## config.mk

```make
export PLATFORM = sky130hd
export DESIGN_NAME = pipeline_stage_controller_flat
export DESIGN_NICKNAME = d
export VERILOG_FILES = /design/src/rtl/pipeline_stage_controller_if.sv /design/src/rtl/pipeline_stage_controller.sv /design/src/flat_wrapper.sv
export SDC_FILE = /design/constraint.sdc
export NUM_CORES = 1
export LEC_CHECK = 0
export ABC_AREA = 1
export BUFFER_PORTS_ARGS = -buffer_cell sky130_fd_sc_hd__buf_2
export CORE_ASPECT_RATIO = 1.25
export CORE_MARGIN = 8
export CORE_UTILIZATION = 53
export CTS_CLUSTER_DIAMETER = 120
export DETAILED_ROUTE_END_ITERATION = 8
export GPL_TIMING_DRIVEN = 0
export PLACE_DENSITY_LB_ADDON = 0.12
export SETUP_SLACK_MARGIN = 0.15
export SLEW_MARGIN = 5
export SYNTH_ARGS = -nofsm -noshare
export SYNTH_HDL_FRONTEND = slang
export SYNTH_SLANG_ARGS = --single-unit
```

## constraint.sdc

```tcl
create_clock -name clk_in -period 1.55 [get_ports clk_in]
set_input_delay 0.31 -clock clk_in [delete_from_list [all_inputs] [get_ports clk_in]]
set_output_delay 0.31 -clock clk_in [all_outputs]
set_load 0.02 [all_outputs]
```

## src/rtl/pipeline_stage_controller_if.sv

```systemverilog
// Hazard inputs and register enable/clear outputs shared between the pipeline and
// its stage controller.
interface pipeline_stage_controller_if #(
  parameter int unsigned PERF_WIDTH = 16
) ();
  logic                  mem_wait_in;
  logic                  mul_start_in;
  logic                  branch_taken_in;
  logic                  pc_en_out;
  logic                  ifid_en_out;
  logic                  idex_en_out;
  logic                  exmem_en_out;
  logic                  memwb_en_out;
  logic                  ifid_flush_out;
  logic                  idex_flush_out;
  logic                  exmem_flush_out;
  logic                  memwb_flush_out;
  logic                  mul_busy_out;
  logic [1:0]            state_out;
  logic [PERF_WIDTH-1:0] stall_cycles_out;

  modport slave (
    input  mem_wait_in, mul_start_in, branch_taken_in,
    output pc_en_out, ifid_en_out, idex_en_out, exmem_en_out, memwb_en_out,
    output ifid_flush_out, idex_flush_out, exmem_flush_out, memwb_flush_out,
    output mul_busy_out, state_out, stall_cycles_out
  );

  modport master (
    output mem_wait_in, mul_start_in, branch_taken_in,
    input  pc_en_out, ifid_en_out, idex_en_out, exmem_en_out, memwb_en_out,
    input  ifid_flush_out, idex_flush_out, exmem_flush_out, memwb_flush_out,
    input  mul_busy_out, state_out, stall_cycles_out
  );
endinterface

```

## src/rtl/pipeline_stage_controller.sv

```systemverilog
// Sequences enables and synchronous clears of the IF/ID, ID/EX, EX/MEM and MEM/WB
// registers around memory waits, multicycle multiplies and taken branches.
module pipeline_stage_controller #(
  parameter int unsigned MUL_CYCLES = 4,
  parameter int unsigned CNT_WIDTH  = 4,
  parameter int unsigned PERF_WIDTH = 16
) (
  input logic                   clk_in,
  input logic                   reset_in,
  pipeline_stage_controller_if.slave ctrl
);

  localparam logic [1:0] StRun = 2'd0;
  localparam logic [1:0] StMul = 2'd1;

  localparam bit                   MulStalls = (MUL_CYCLES > 1);
  localparam logic [CNT_WIDTH-1:0] MulInit   = CNT_WIDTH'(MUL_CYCLES - 2);

  logic [1:0]            state_q, state_d;
  logic [CNT_WIDTH-1:0]  mul_cnt_q, mul_cnt_d;
  logic [PERF_WIDTH-1:0] stall_q, stall_d;

  logic pc_en, ifid_en, idex_en, exmem_en, memwb_en;
  logic ifid_flush, idex_flush, exmem_flush, memwb_flush;
  logic mul_stall;

  always_comb begin
    pc_en       = 1'b1;
    ifid_en     = 1'b1;
    idex_en     = 1'b1;
    exmem_en    = 1'b1;
    memwb_en    = 1'b1;
    ifid_flush  = 1'b0;
    idex_flush  = 1'b0;
    exmem_flush = 1'b0;
    memwb_flush = 1'b0;
    mul_stall   = 1'b0;
    state_d     = state_q;
    mul_cnt_d   = mul_cnt_q;

    if (reset_in) begin
      pc_en       = 1'b0;
      ifid_en     = 1'b0;
      idex_en     = 1'b0;
      exmem_en    = 1'b0;
      memwb_en    = 1'b0;
      ifid_flush  = 1'b1;
      idex_flush  = 1'b1;
      exmem_flush = 1'b1;
      memwb_flush = 1'b1;
    end else if (ctrl.mem_wait_in) begin
      // Full freeze without clears so the pending load survives.
      pc_en    = 1'b0;
      ifid_en  = 1'b0;
      idex_en  = 1'b0;
      exmem_en = 1'b0;
      memwb_en = 1'b0;
    end else if (state_q == StMul) begin
      if (mul_cnt_q != '0) begin
        mul_stall = 1'b1;
        mul_cnt_d = mul_cnt_q - CNT_WIDTH'(1);
      end else begin
        state_d = StRun;
      end
    end else if (ctrl.branch_taken_in) begin
      ifid_flush = 1'b1;
      idex_flush = 1'b1;
    end else if (ctrl.mul_start_in && MulStalls) begin
      mul_stall = 1'b1;
      state_d   = StMul;
      mul_cnt_d = MulInit;
    end

    // Hold the front end and push a bubble into EX/MEM while the multiply occupies EX.
    if (mul_stall) begin
      pc_en       = 1'b0;
      ifid_en     = 1'b0;
      idex_en     = 1'b0;
      exmem_flush = 1'b1;
    end
  end

  always_comb begin
    stall_d = stall_q;
    if (!pc_en && (stall_q != '1)) begin
      stall_d = stall_q + PERF_WIDTH'(1);
    end
  end

  always_ff @(posedge clk_in or posedge reset_in) begin
    if (reset_in) begin
      state_q   <= StRun;
      mul_cnt_q <= '0;
      stall_q   <= '0;
    end else begin
      state_q   <= state_d;
      mul_cnt_q <= mul_cnt_d;
      stall_q   <= stall_d;
    end
  end

  assign ctrl.pc_en_out        = pc_en;
  assign ctrl.ifid_en_out      = ifid_en;
  assign ctrl.idex_en_out      = idex_en;
  assign ctrl.exmem_en_out     = exmem_en;
  assign ctrl.memwb_en_out     = memwb_en;
  assign ctrl.ifid_flush_out   = ifid_flush;
  assign ctrl.idex_flush_out   = idex_flush;
  assign ctrl.exmem_flush_out  = exmem_flush;
  assign ctrl.memwb_flush_out  = memwb_flush;
  assign ctrl.mul_busy_out     = (state_q == StMul);
  assign ctrl.state_out        = state_q;
  assign ctrl.stall_cycles_out = stall_q;

endmodule

```

## src/flat_wrapper.sv

```systemverilog
// flat-port wrapper written by rule: the top's interface ports become plain ports
module pipeline_stage_controller_flat 
#(
  parameter int unsigned MUL_CYCLES = 4,
  parameter int unsigned CNT_WIDTH  = 4,
  parameter int unsigned PERF_WIDTH = 16
)
  (clk_in, reset_in, ctrl_mem_wait_in, ctrl_mul_start_in, ctrl_branch_taken_in, ctrl_pc_en_out, ctrl_ifid_en_out, ctrl_idex_en_out, ctrl_exmem_en_out, ctrl_memwb_en_out, ctrl_ifid_flush_out, ctrl_idex_flush_out, ctrl_exmem_flush_out, ctrl_memwb_flush_out, ctrl_mul_busy_out, ctrl_state_out, ctrl_stall_cycles_out);
  pipeline_stage_controller_if #(.PERF_WIDTH(PERF_WIDTH)) ctrl_i ();
  input logic clk_in;
  input logic reset_in;
  input wire logic [$bits(ctrl_i.mem_wait_in)-1:0] ctrl_mem_wait_in;
  input wire logic [$bits(ctrl_i.mul_start_in)-1:0] ctrl_mul_start_in;
  input wire logic [$bits(ctrl_i.branch_taken_in)-1:0] ctrl_branch_taken_in;
  output wire logic [$bits(ctrl_i.pc_en_out)-1:0] ctrl_pc_en_out;
  output wire logic [$bits(ctrl_i.ifid_en_out)-1:0] ctrl_ifid_en_out;
  output wire logic [$bits(ctrl_i.idex_en_out)-1:0] ctrl_idex_en_out;
  output wire logic [$bits(ctrl_i.exmem_en_out)-1:0] ctrl_exmem_en_out;
  output wire logic [$bits(ctrl_i.memwb_en_out)-1:0] ctrl_memwb_en_out;
  output wire logic [$bits(ctrl_i.ifid_flush_out)-1:0] ctrl_ifid_flush_out;
  output wire logic [$bits(ctrl_i.idex_flush_out)-1:0] ctrl_idex_flush_out;
  output wire logic [$bits(ctrl_i.exmem_flush_out)-1:0] ctrl_exmem_flush_out;
  output wire logic [$bits(ctrl_i.memwb_flush_out)-1:0] ctrl_memwb_flush_out;
  output wire logic [$bits(ctrl_i.mul_busy_out)-1:0] ctrl_mul_busy_out;
  output wire logic [$bits(ctrl_i.state_out)-1:0] ctrl_state_out;
  output wire logic [$bits(ctrl_i.stall_cycles_out)-1:0] ctrl_stall_cycles_out;
  assign ctrl_i.mem_wait_in = ctrl_mem_wait_in;
  assign ctrl_i.mul_start_in = ctrl_mul_start_in;
  assign ctrl_i.branch_taken_in = ctrl_branch_taken_in;
  assign ctrl_pc_en_out = ctrl_i.pc_en_out;
  assign ctrl_ifid_en_out = ctrl_i.ifid_en_out;
  assign ctrl_idex_en_out = ctrl_i.idex_en_out;
  assign ctrl_exmem_en_out = ctrl_i.exmem_en_out;
  assign ctrl_memwb_en_out = ctrl_i.memwb_en_out;
  assign ctrl_ifid_flush_out = ctrl_i.ifid_flush_out;
  assign ctrl_idex_flush_out = ctrl_i.idex_flush_out;
  assign ctrl_exmem_flush_out = ctrl_i.exmem_flush_out;
  assign ctrl_memwb_flush_out = ctrl_i.memwb_flush_out;
  assign ctrl_mul_busy_out = ctrl_i.mul_busy_out;
  assign ctrl_state_out = ctrl_i.state_out;
  assign ctrl_stall_cycles_out = ctrl_i.stall_cycles_out;
  pipeline_stage_controller #(.MUL_CYCLES(MUL_CYCLES), .CNT_WIDTH(CNT_WIDTH), .PERF_WIDTH(PERF_WIDTH)) u_core (.clk_in(clk_in), .reset_in(reset_in), .ctrl(ctrl_i));
endmodule
```

==> run summary <==
Synth Cell Area: 1400 um^2
proportion of layout cells with a drive suffix above 1: 38.3%
Yosys cell types: 24
Routed WL per cell: 13.8 um
critical path type: reg -> out
htree depth: 1
WHS: 0.0559 ns
Clock Skew: 0.00977 ns
Die Y: 73.5 um
Post-Synth Adder-Cell Area: 2.67%
Sink Count: 21
clock root buffer master: clkbuf_4
CP cell instances: inv_2 -> ha_4 -> nand2_4 -> nand2_4 -> nand3_4 -> inv_4 -> buf_6 -> buf_6
# IOs: 33
diodes inserted: 0
mux share of post-synthesis cell area: 0%
fin area: 1980 um^2
Starting Density: 54.0%
global-route wire length before repair: 6530 um
Die Area: 4560 um^2
RSZ-0062 raised after global routing: true
status: complete, but fails checks
failing checks: setup timing
Num CTS Buffers: 3
Clk pin slew, worst setup/hold paths: 0.14 ns
largest family of logic cells by synthesized area: simple AND/OR/NAND/NOR gates
IO buf count: 31
worst vdd ir: 1.37 mV
initial antenna violation count: 0
Min Clock Period, post-route: 1.76 ns
Setup TNS: -1.67 ns
Crit. End Element: output port
Final period util: 114%
Fin. Hold Viols: 0
Seq cells post-synth: 21
leak pwr: 1.04 nW
xor/xnor cell area share of the yosys netlist: 5.61%
Pwr Density: 1380 nW/um^2
Compound-Gate Fraction of Synth Area: 4.28%
DRC marker count from the first detailed-route iteration: 73
fmax: 567 MHz
post-synth net total: 206
slowest cell delay on critical path: 0.44 ns
nets: 262
syn avg cell area: 7.09 um^2
largest net degree at the start of global routing: 13
Required @ worst endpoint: 1.24 ns
DRT antenna net count: 0
1st-pass router iterations: 4
Synth Area in Simple Gates: 38.5%
Final setup viols: 21
# rows: 21
vias in the first global route: 1524
CTS tree: done
Worst R2R Path Depth: 12
drt via density: 5.12
HP Class: in -> async
Arr. time, crit path: 1.45 ns
global-route usage over all layers: 18.8%
gpl congestion: 0.828
Vias: 1469
Slew @ Worst Pin: 0.562 ns
core area: 2600 um^2
Die W: 62.0 um
area grow syn2layout: 41.0%
Post-DP Area: 1680 um^2
Final Max Tran Viols: 0
CP Launch Type: flop
DP Worst Slack: -0.217 ns
Max-Cap Viols: 0
PnR worst setup slack: -0.213 ns
r2r setup slk: -0.08 ns
DRC errors left: 0
relative slew slack: 62.3%
sequential-to-total area share from yosys stat: 37.4%
synth warn: 0
clk_lat worst skew: 0.32 ns
Max FO, Critical Path: 3
hpwl dp: 2440 um
Cells after Synth: 198
overall routed net length: 3950 um
CP max-delay cell: dfrtp_1
global route overflow: 0
Max Buffers Root-to-Sink: 2
==> cells in the mapped netlist <==
cell type	count	share of area, %
buf_4	7	3.7
nand3_1	5	1.8
o21ai_0	7	2.5
o31ai_1	2	1.1
nand3_2	2	1.4
xnor2_1	7	4.4
buf_6	2	1.6
o21ai_1	2	0.71
nand2_8	1	1.4
ha_1	3	2.7
nand4_1	5	2.2
clkinv_2	1	0.36
nor2_2	4	1.8
conb_1	1	0.27
nand2_4	2	1.6
inv_2	3	0.80
nand3b_1	1	0.53
nand2_1	87	23
nand2_2	1	0.45
dfrtp_1	21	37
inv_1	16	4.3
nor2_1	15	4.0
inv_4	1	0.45
xor2_1	2	1.2
==> worst paths after layout <==
check	start	endpoint
setup / recovery	u_core.mul_cnt_q[0]	ctrl_ifid_en_out
hold / removal	reset_in	u_core.ctrl.stall_cycles_out[14]
setup reg to reg	u_core.mul_cnt_q[0]	u_core.ctrl.stall_cycles_out[5]
hold reg to reg	u_core.ctrl.stall_cycles_out[12]	u_core.ctrl.stall_cycles_out[12]
max in group asynchronous	reset_in	u_core.ctrl.state_out[0]
min in group clk_in	ctrl_mul_start_in	u_core.ctrl.state_out[0]
==> kinds of logic after synthesis <==
logic type                 Yosys count
other                                1
buffers and inverters               30
DFF                                 21
and+or+nand+nor                    123
AOI/OAI and AO/OA                   11
adders and majority gates            3
xor gates and xnor gates             9
==> cell usage in the layout (no fill, tap or decap), types with 2 or more instances in the layout <==
master,n
inv_4,2
buf_4,16
dfrtp_1,18
nand2_1,81
dfrtp_2,3
buf_2,25
xor2_1,2
xnor2_1,7
nor2_1,13
nand2_4,4
nand3_1,4
o21ai_1,4
ha_4,2
clkbuf_4,3
inv_1,12
o21ai_0,5
nand3_2,2
nor2_2,6
inv_2,5
buf_6,14
nand4_1,5
nand2_2,5
==> final cells by class <==
type / count / area [um^2]
Timing Repair Buffer: 50 / 390
Clock buffer: 3 / 22.5
Timing Repair inverter: 1 / 5.00
Sequential cell: 21 / 529
Buffer: 9 / 90.1
Inverter: 21 / 92.6
Clock inverter: 1 / 5.00
Fill cell: 200 / 622
Tap cell: 34 / 42.5
Multi-Input combinational cell: 147 / 802
==> repair_timing <==
| item | 4_1_cts | 5_1_grt |
|---|---|---|
| buffers inserted | 13 | 3 |
| resized for setup | 23 | 6 |
| pin swaps | 3 | 4 |
| endpoints found under the hold margin | 10 | 0 |
| gates cloned | 3 | 0 |
| setup endpoints to repair | 20 | 25 |
| hold buffers | 1 | 0 |
==> sequential cells by signal, indices dropped and copies added, names as in the netlist <==
name                          flops
u_core.ctrl.stall_cycles_out     16
u_core.mul_cnt_q                  4
u_core.ctrl.state_out             1
==> through the flow <==
| stage | utilization (%) | cells | total power [mW] |
|---|---|---|---|
| 2_1_floorplan | - | 198 | 1.70 |
| 3_3_place_gp | 64.6 | 263 | 1.95 |
| 3_5_place_dp | 64.6 | 263 | 2.00 |
| 4_1_cts | 74.7 | 284 | 2.64 |
| 5_1_grt | 76.1 | 287 | 2.90 |
| 6_report | 76.1 | 287 | 2.74 |
==> power breakdown <==
group          internal, mW  switching [mW]  leakage [nW]
clock                0.0965           0.193        0.0177
combinational         0.761           0.797         0.748
sequential            0.692           0.202         0.274
total                  1.55            1.19          1.04
==> routing by layer <==
metal  vias to the layer above  GRT usage [%]  wire length [um]
met2                        56           34.6              2190
met1                       690           18.8              1470
li1                        712              -                 -
met3                        11           3.15               191
met4                         0           10.4               104
met5                         -              0                 0
==> critical path, delay by kind of cell (launching register included) <==
kind,cells,cell delay [ns]
adders and majority gates,1,0.14
buffers and inverters,4,0.35
DFF,1,0.44
and+or+nand+nor,3,0.21
(Power assumes the default switching activity.)
